## src/rtl/mem_access_ctrl_pkg.sv

```systemverilog
// mem_access_ctrl_pkg: widths, op/stat codes, register ids and FSM states shared by the memory stage
package mem_access_ctrl_pkg;
  localparam int DATA_WID = 32;
  localparam int MAX_ADDR = 10;
  localparam int REG_WID = 4;
  localparam logic [1:0] OP_NOP = 2'd0, OP_READ = 2'd1, OP_WRITE = 2'd2;
  localparam logic [2:0] STAT_AOK = 3'd1, STAT_HLT = 3'd2, STAT_ADR = 3'd3, STAT_INS = 3'd4;
  localparam logic [REG_WID-1:0] RNONE = 4'hF;
  typedef enum logic [1:0] {S_IDLE, S_ACCESS, S_RESP, S_HALT} state_e;
endpackage

```

## src/rtl/mem_access_ctrl_if.sv

```systemverilog
// mem_access_ctrl_if: request, data-memory and write-back signals of the memory stage
// master drives requests, memory read data/error and out_ready; slave is the controller.
interface mem_access_ctrl_if;
  import mem_access_ctrl_pkg::*;
  logic                in_valid, in_ready;
  logic [1:0]          in_op;
  logic [DATA_WID-1:0] in_addr, in_wdata;
  logic [REG_WID-1:0]  in_dstM;
  logic [DATA_WID-1:0] mem_addr, mem_wdata, mem_valM;
  logic                mem_write, mem_read, mem_error;
  logic                out_valid, out_ready;
  logic [DATA_WID-1:0] out_valM;
  logic [REG_WID-1:0]  out_dstM;
  logic [2:0]          out_stat;
  logic                halted;
  modport master(
    output in_valid, in_op, in_addr, in_wdata, in_dstM, mem_valM, mem_error, out_ready,
    input  in_ready, mem_addr, mem_wdata, mem_write, mem_read, out_valid, out_valM, out_dstM, out_stat, halted
  );
  modport slave(
    input  in_valid, in_op, in_addr, in_wdata, in_dstM, mem_valM, mem_error, out_ready,
    output in_ready, mem_addr, mem_wdata, mem_write, mem_read, out_valid, out_valM, out_dstM, out_stat, halted
  );
endinterface

```

## src/rtl/mem_access_ctrl.sv

```systemverilog
// mem_access_ctrl: memory-stage controller sequencing one data-memory access per request
// CLK/RST_N: clock and async active-low reset; bus: request (in_*), memory (mem_*),
// write-back result (out_*) and the sticky halted flag.
module mem_access_ctrl
  import mem_access_ctrl_pkg::*;
#(
  parameter logic [DATA_WID-1:0] MAX_ADDR = mem_access_ctrl_pkg::MAX_ADDR
) (
  input logic CLK,
  input logic RST_N,
  mem_access_ctrl_if.slave bus
);
  state_e state, state_nx;
  logic [1:0]          op_q;
  logic [DATA_WID-1:0] addr_q, wdata_q, valm_q;
  logic [REG_WID-1:0]  dst_q, out_dst_q;
  logic [2:0]          stat_q;
  logic                halted_q, is_rd, is_wr, err, access;
  assign access = state == S_ACCESS;
  assign is_rd = op_q == OP_READ;
  assign is_wr = op_q == OP_WRITE;
  assign err = (is_rd || is_wr) && (addr_q > MAX_ADDR || bus.mem_error);
  // The latched request only changes on accept, so the memory address holds between accesses.
  assign bus.mem_addr = addr_q;
  assign bus.mem_wdata = wdata_q;
  assign bus.out_valM = valm_q;
  assign bus.out_dstM = out_dst_q;
  assign bus.out_stat = stat_q;
  assign bus.halted = halted_q;
  always_ff @(posedge CLK or negedge RST_N)
    if (!RST_N) state <= S_IDLE;
    else state <= state_nx;
  always_comb begin
    state_nx = state == S_IDLE   ? (bus.in_valid ? S_ACCESS : S_IDLE) :
               state == S_ACCESS ? S_RESP :
               state == S_RESP   ? (bus.out_ready ? (halted_q ? S_HALT : S_IDLE) : S_RESP) :
                                   S_HALT;
    bus.in_ready = state == S_IDLE;
    bus.out_valid = state == S_RESP;
    bus.mem_read = access && is_rd && !err;
    bus.mem_write = access && is_wr && !err;
  end
  always_ff @(posedge CLK or negedge RST_N)
    if (!RST_N) begin
      op_q <= OP_NOP;
      addr_q <= '0;
      wdata_q <= '0;
      dst_q <= RNONE;
      valm_q <= '0;
      out_dst_q <= RNONE;
      stat_q <= STAT_AOK;
      halted_q <= 1'b0;
    end else begin
      if (state == S_IDLE && bus.in_valid) begin
        op_q <= bus.in_op;
        addr_q <= bus.in_addr;
        wdata_q <= bus.in_wdata;
        dst_q <= bus.in_dstM;
      end
      if (access) begin
        valm_q <= is_rd && !err ? bus.mem_valM : '0;
        out_dst_q <= is_rd ? dst_q : RNONE;
        stat_q <= err ? STAT_ADR : STAT_AOK;
        halted_q <= halted_q | err;
      end
    end
endmodule

```

## src/flat_wrapper.sv

```systemverilog
// flat-port wrapper written by rule: the top's interface ports become plain ports
module mem_access_ctrl_flat import mem_access_ctrl_pkg::*;
#(
  parameter logic [DATA_WID-1:0] MAX_ADDR = mem_access_ctrl_pkg::MAX_ADDR
)
  (CLK, RST_N, bus_in_valid, bus_in_op, bus_in_addr, bus_in_wdata, bus_in_dstM, bus_mem_valM, bus_mem_error, bus_out_ready, bus_in_ready, bus_mem_addr, bus_mem_wdata, bus_mem_write, bus_mem_read, bus_out_valid, bus_out_valM, bus_out_dstM, bus_out_stat, bus_halted);
  mem_access_ctrl_if bus_i ();
  input logic CLK;
  input logic RST_N;
  input wire logic [$bits(bus_i.in_valid)-1:0] bus_in_valid;
  input wire logic [$bits(bus_i.in_op)-1:0] bus_in_op;
  input wire logic [$bits(bus_i.in_addr)-1:0] bus_in_addr;
  input wire logic [$bits(bus_i.in_wdata)-1:0] bus_in_wdata;
  input wire logic [$bits(bus_i.in_dstM)-1:0] bus_in_dstM;
  input wire logic [$bits(bus_i.mem_valM)-1:0] bus_mem_valM;
  input wire logic [$bits(bus_i.mem_error)-1:0] bus_mem_error;
  input wire logic [$bits(bus_i.out_ready)-1:0] bus_out_ready;
  output wire logic [$bits(bus_i.in_ready)-1:0] bus_in_ready;
  output wire logic [$bits(bus_i.mem_addr)-1:0] bus_mem_addr;
  output wire logic [$bits(bus_i.mem_wdata)-1:0] bus_mem_wdata;
  output wire logic [$bits(bus_i.mem_write)-1:0] bus_mem_write;
  output wire logic [$bits(bus_i.mem_read)-1:0] bus_mem_read;
  output wire logic [$bits(bus_i.out_valid)-1:0] bus_out_valid;
  output wire logic [$bits(bus_i.out_valM)-1:0] bus_out_valM;
  output wire logic [$bits(bus_i.out_dstM)-1:0] bus_out_dstM;
  output wire logic [$bits(bus_i.out_stat)-1:0] bus_out_stat;
  output wire logic [$bits(bus_i.halted)-1:0] bus_halted;
  assign bus_i.in_valid = bus_in_valid;
  assign bus_i.in_op = bus_in_op;
  assign bus_i.in_addr = bus_in_addr;
  assign bus_i.in_wdata = bus_in_wdata;
  assign bus_i.in_dstM = bus_in_dstM;
  assign bus_i.mem_valM = bus_mem_valM;
  assign bus_i.mem_error = bus_mem_error;
  assign bus_i.out_ready = bus_out_ready;
  assign bus_in_ready = bus_i.in_ready;
  assign bus_mem_addr = bus_i.mem_addr;
  assign bus_mem_wdata = bus_i.mem_wdata;
  assign bus_mem_write = bus_i.mem_write;
  assign bus_mem_read = bus_i.mem_read;
  assign bus_out_valid = bus_i.out_valid;
  assign bus_out_valM = bus_i.out_valM;
  assign bus_out_dstM = bus_i.out_dstM;
  assign bus_out_stat = bus_i.out_stat;
  assign bus_halted = bus_i.halted;
  mem_access_ctrl #(.MAX_ADDR(MAX_ADDR)) u_core (.CLK(CLK), .RST_N(RST_N), .bus(bus_i));
endmodule
```

## config.mk

```make
export PLATFORM = sky130hd
export DESIGN_NAME = mem_access_ctrl_flat
export DESIGN_NICKNAME = d
export VERILOG_FILES = /design/src/rtl/mem_access_ctrl_pkg.sv /design/src/rtl/mem_access_ctrl_if.sv /design/src/rtl/mem_access_ctrl.sv /design/src/flat_wrapper.sv
export SDC_FILE = /design/constraint.sdc
export NUM_CORES = 1
export LEC_CHECK = 0
export ABC_AREA = 1
export CORE_MARGIN = 4
export CORE_UTILIZATION = 36
export CTS_CLUSTER_DIAMETER = 50
export CTS_CLUSTER_SIZE = 20
export DETAILED_ROUTE_END_ITERATION = 10
export PLACE_DENSITY = 0.72
export SYNTH_ARGS = -nofsm -noshare
export SYNTH_HDL_FRONTEND = slang
export SYNTH_SLANG_ARGS = --single-unit
export TNS_END_PERCENT = 5
```

## constraint.sdc

```tcl
create_clock -name CLK -period 3.9 [get_ports CLK]
set_input_delay 0.585 -clock CLK [delete_from_list [all_inputs] [get_ports CLK]]
set_output_delay 0.585 -clock CLK [all_outputs]
set_load 0.01 [all_outputs]
```

---- Yosys cells after proc, flatten, opt, wreduce, memory -nomap -nowiden ----
Index checks and enable logic that the tools add are counted.
word-level totals
  bits in latches ......................... 0
  memories kept ........................... 0
  memory bits (read-only) ................. 0
  flip-flop bits (word level) ............. 112
  memory bits (writable) .................. 0
operators by class
  multiplexer cells ....................... 9
  divide/modulo/power cells ............... 0
  shift-type cells ........................ 0
  bitwise gates (word level) .............. 1
  equality and inequality tests ........... 4
  magnitude comparators ................... 1
  add/sub/neg operators ................... 0
  multipliers ............................. 0
  reduce and logical (&&, ||, !) cells .... 11
operators with widths
  cell                                                 number
  > comparator 32 x 4 -> 1 bit, second input constant  1
  2-to-1 mux 32 bit                                    1
  2-to-1 mux 2 bit                                     6
  logical AND 1 bit                                    7
  equality test 2 x 1 -> 1 bit, second input constant  2
  equality test 2 bit, second input constant           2
  2-to-1 mux 4 bit                                     1
  logical NOT 2 bit                                    1
  logical OR 1 bit                                     2
  logical NOT 1 bit                                    1
  2-to-1 mux 1 bit                                     1
  bitwise OR 1 bit                                     1

---- Depth between registers and ports, before layout ----
  word-level depth ........................ 6
  gate-level depth with buffers ........... 8

---- Worst setup path after synthesis ----
OpenSTA, ideal clock, no wires.
  path type ............................... input to output
  start point ............................. input bus_mem_error
  end point ............................... output bus_mem_write
  data arrival time ....................... 1.305 ns
  path slack .............................. 2.010 ns
  cell stages on the path ................. 7
  cells stage by stage .................... inv_1 nand2_1 nor2_1 nand2_1 o21bai_4 nand2_1 nor2_1
between the ends
  cells in the longest elaborated chain, start to end .. 4
ends and longest elaborated chain
  item                line                   source
  start: declaration  flat_wrapper.sv:16     input wire logic [$bits(bus_i.mem_error)-1:0] bus_mem_error;
  logical OR 1 bit    mem_access_ctrl.sv:22  assign err = (is_rd || is_wr) && (addr_q > MAX_ADDR || bus.mem_error);
  logical AND 1 bit   mem_access_ctrl.sv:22
  logical NOT 1 bit   mem_access_ctrl.sv:41  bus.mem_write = access && is_wr && !err;
  logical AND 1 bit   mem_access_ctrl.sv:41
  end: declaration    flat_wrapper.sv:21     output wire logic [$bits(bus_i.mem_write)-1:0] bus_mem_write;
Every way passes these cells.

---- Worst setup path in the final report ----
Ends and elaborated chain as after synthesis.

==> run metrics <==
status complete, no violations; Max stage delay on crit path 0.56 ns; Worst path slowest cell clkdlybuf4s50_1; R2R cell count 3; Seq/Total Area, Yosys 0.6248; startpoint kind of the worst setup timing path input pin; multiplexer share of the synthesized area 0.1706; Initial Util 0.3681; vias 3344; syn nets 480; Synth Area in XOR/XNOR 0; Longest Clk Path Bufs 2; first-pass GRT wire length 18280 um; post-synthesis simple-gate area fraction 0.1370; hold buffer count at cts 0; Core Util, Final 0.5753; Synth area leaders dfrtp_1 (58%), mux2_2 (17%), nand2_1 (7.3%); area share of the largest cell type after synthesis 0.5772; final WL 11250 um; Yosys reg bits 110; minimum clock period 2.806 ns; Rows 40; Syn Std Cell Area 4422 um^2; first-iteration detailed-routing DRC count 88; DPL Wire Length 8566 um; CP Cell Sequence clkdlybuf4s50_1 -> inv_1 -> nand2_1 -> nor2_1 -> nand2_1 -> o21bai_4 -> nand2_1 -> nor2_1 -> clkdlybuf4s50_1; register-to-register setup slack 1.98 ns; Syn Inst Count 371; TritonCTS Buffers 9; TritonCTS clock tree built; DIE HEIGHT roughly 120 um; fraction of layout cells with a size suffix above 1 0.1681; GRT Total Usage 0.1598; vias in the first global route 3656; worst min-delay path class in -> async; Max FO, Critical Path 5; fin. max-slew vios 0; VDD IR max 0.2128 mV; Post-CTS Setup Bufs 0; PD cells 440.0 nW/um^2; initial antenna violation count 0; Worst slew margin 0.3760; IO buf count 212; cell family with most CP delay buffers and inverters; worst endpoint required time between 3 and 4 ns; Period Utilization, post-route 0.7195; Yosys Warn Count 0; Peak Freq 356.4 MHz; DRC 0; diodes inserted 0; RSZ-0062 raised after global routing false; total grt overflow 0; I/O pins 215; post-CTS sizing 0; number of max-cap violations 0; r2r endpoint u_core.bus.mem_wdata[29]$_DFFE_PN0P_; ANT nets after route 0; most common cell after layout, fill and taps aside clkdlybuf4s50_1; main combinational cell family by area after synthesis multiplexers; setup violators final 0; WL/cell 15.41 um; Detailed Routing Iterations Pass 1 4; Leak 3.090 nW; CTS root buffer clkbuf_16; Fin. Hold Viols 0; area growth from synthesis to layout 56.28%; post-synth cell types 18; Post-Synth Adder-Cell Area 0.005659; worst flop-to-flop path startpoint u_core.state[0]$_DFF_PN0_; Crit path arrival time 2.22 ns; Crit Path Class in -> out; Synth Area in Compound Gates 0.01669; Critical Path Most Common Cell nand2_1; CTS sink count 110; Core ar. 12010 um^2; cell taking the most area after synthesis dfrtp_1; clock insertion delay at the later pin of the skew report 0.34 ns; H-tree depth 3; Die ar. 14120 um^2; Final #Nets 687; Fin Clk Skew 0.009664 ns; worst slew pin tran roughly 0.94 ns; Layout fillers 1045; worst path buffer plus inverter count 3; setup tns final 0 ns; register clock-pin slew on the reported worst setup and hold paths 0.07 ns; largest net degree at the start of global routing between 70 and 80; GPL Wtd Cong 0.7366; Die W roughly 120 um; most frequent cells in the layout clkdlybuf4s50_1 (211), dfrtp_1 (102), nand2_1 (85); DR vias/cell about 4.6; Mean Syn Cell Area 11.92 um^2; Worst Setup End Kind output port
## power by group
part	switching (mW)	internal [mW]
sequential	0.0922	1.31
clock	0.394	0.496
combinational	0.286	0.461
## stage by stage
stage | instance area, um^2 | hold WS (ns) | cells | setup WS, ns | total power [mW]
floorplan | 4422 | 0.2894 | 371 | 2.010 | 1.693
global placement | 6619 | 0.4635 | 714 | 1.098 | 2.166
detailed placement | 6619 | 0.4660 | 714 | 1.095 | 2.185
CTS | 6910 | 0.3113 | 730 | 1.061 | 3.092
global route | 6910 | 0.3433 | 730 | 0.9699 | 3.211
finish | 6910 | 0.2889 | 730 | 1.094 | 3.041
## sequential cells by signal, summed over array words and instances, names as in the netlist
| signal | flops |
|---|---|
| u_core.bus.mem_addr | 32 |
| u_core.bus.mem_wdata | 32 |
| u_core.bus.out_valM | 32 |
| u_core.bus.out_dstM | 4 |
| u_core.dst_q | 4 |
| u_core.op_q | 2 |
| u_core.state | 2 |
| u_core.bus.halted | 1 |
| u_core.bus.out_stat | 1 |
## area by class of cell
cell class,instances,area [um^2],share of cell area
multi-input combinational,232,1476,0.2137
sequential,110,2763,0.3998
inverter,9,33.78,0.004889
tap,147,183.9,0.02662
clock inverter,6,62.56,0.009053
clock buffer,10,229.0,0.03313
timing repair buffer,216,2162,0.3129
## Yosys cell counts
cell / number
inv_1: 9
dfstp_2: 8
clkbuf_1: 4
buf_4: 3
nand2_1: 86
ha_1: 2
buf_2: 4
o21ai_0: 7
o21bai_4: 1
conb_1: 2
and2_1: 1
a21oi_1: 4
dfrtp_1: 102
nor2_1: 28
nand3_1: 33
or2_0: 1
mux2_2: 67
buf_6: 9
## logic make-up after synthesis
group | Yosys count
AOI/OAI and AO/OA | 12
adders and majority gates | 2
buffers and inverters | 29
DFF | 110
muxes | 67
other | 2
and+or+nand+nor | 149
## worst register-to-register path, delay by kind of cell, from the launching register on
kind / cells / cell delay [ns]
and+or+nand+nor: 2 / 0.84
muxes: 1 / 0.56
DFF: 1 / 0.41
## how the worst max path moves through the flow
| stage | depth (start not counted) | slack (ns) | startpoint | to |
|---|---|---|---|---|
| finish | 9 | 1.09 | bus_mem_error | bus_mem_write |
| global route | 7 | 0.97 | u_core.op_q[1]$_DFFE_PN0P_ | bus_mem_read |
| CTS | 7 | 1.06 | u_core.op_q[1]$_DFFE_PN0P_ | bus_mem_read |
| detailed placement | 9 | 1.10 | bus_mem_error | bus_mem_write |
| global placement | 9 | 1.10 | bus_mem_error | bus_mem_write |
| floorplan | 7 | 2.01 | bus_mem_error | bus_mem_write |
## metal layers
layer	up-vias	share of wire	global-route usage	wire length [um]
met3	15	0.10	0.06505	1155
met2	134	0.49	0.2735	5490
met1	1568	0.39	0.1801	4389
met5	-	0	0	0
met4	0	0.019	0.05648	213
li1	1627	-	-	-
(Power assumes the default switching activity.)
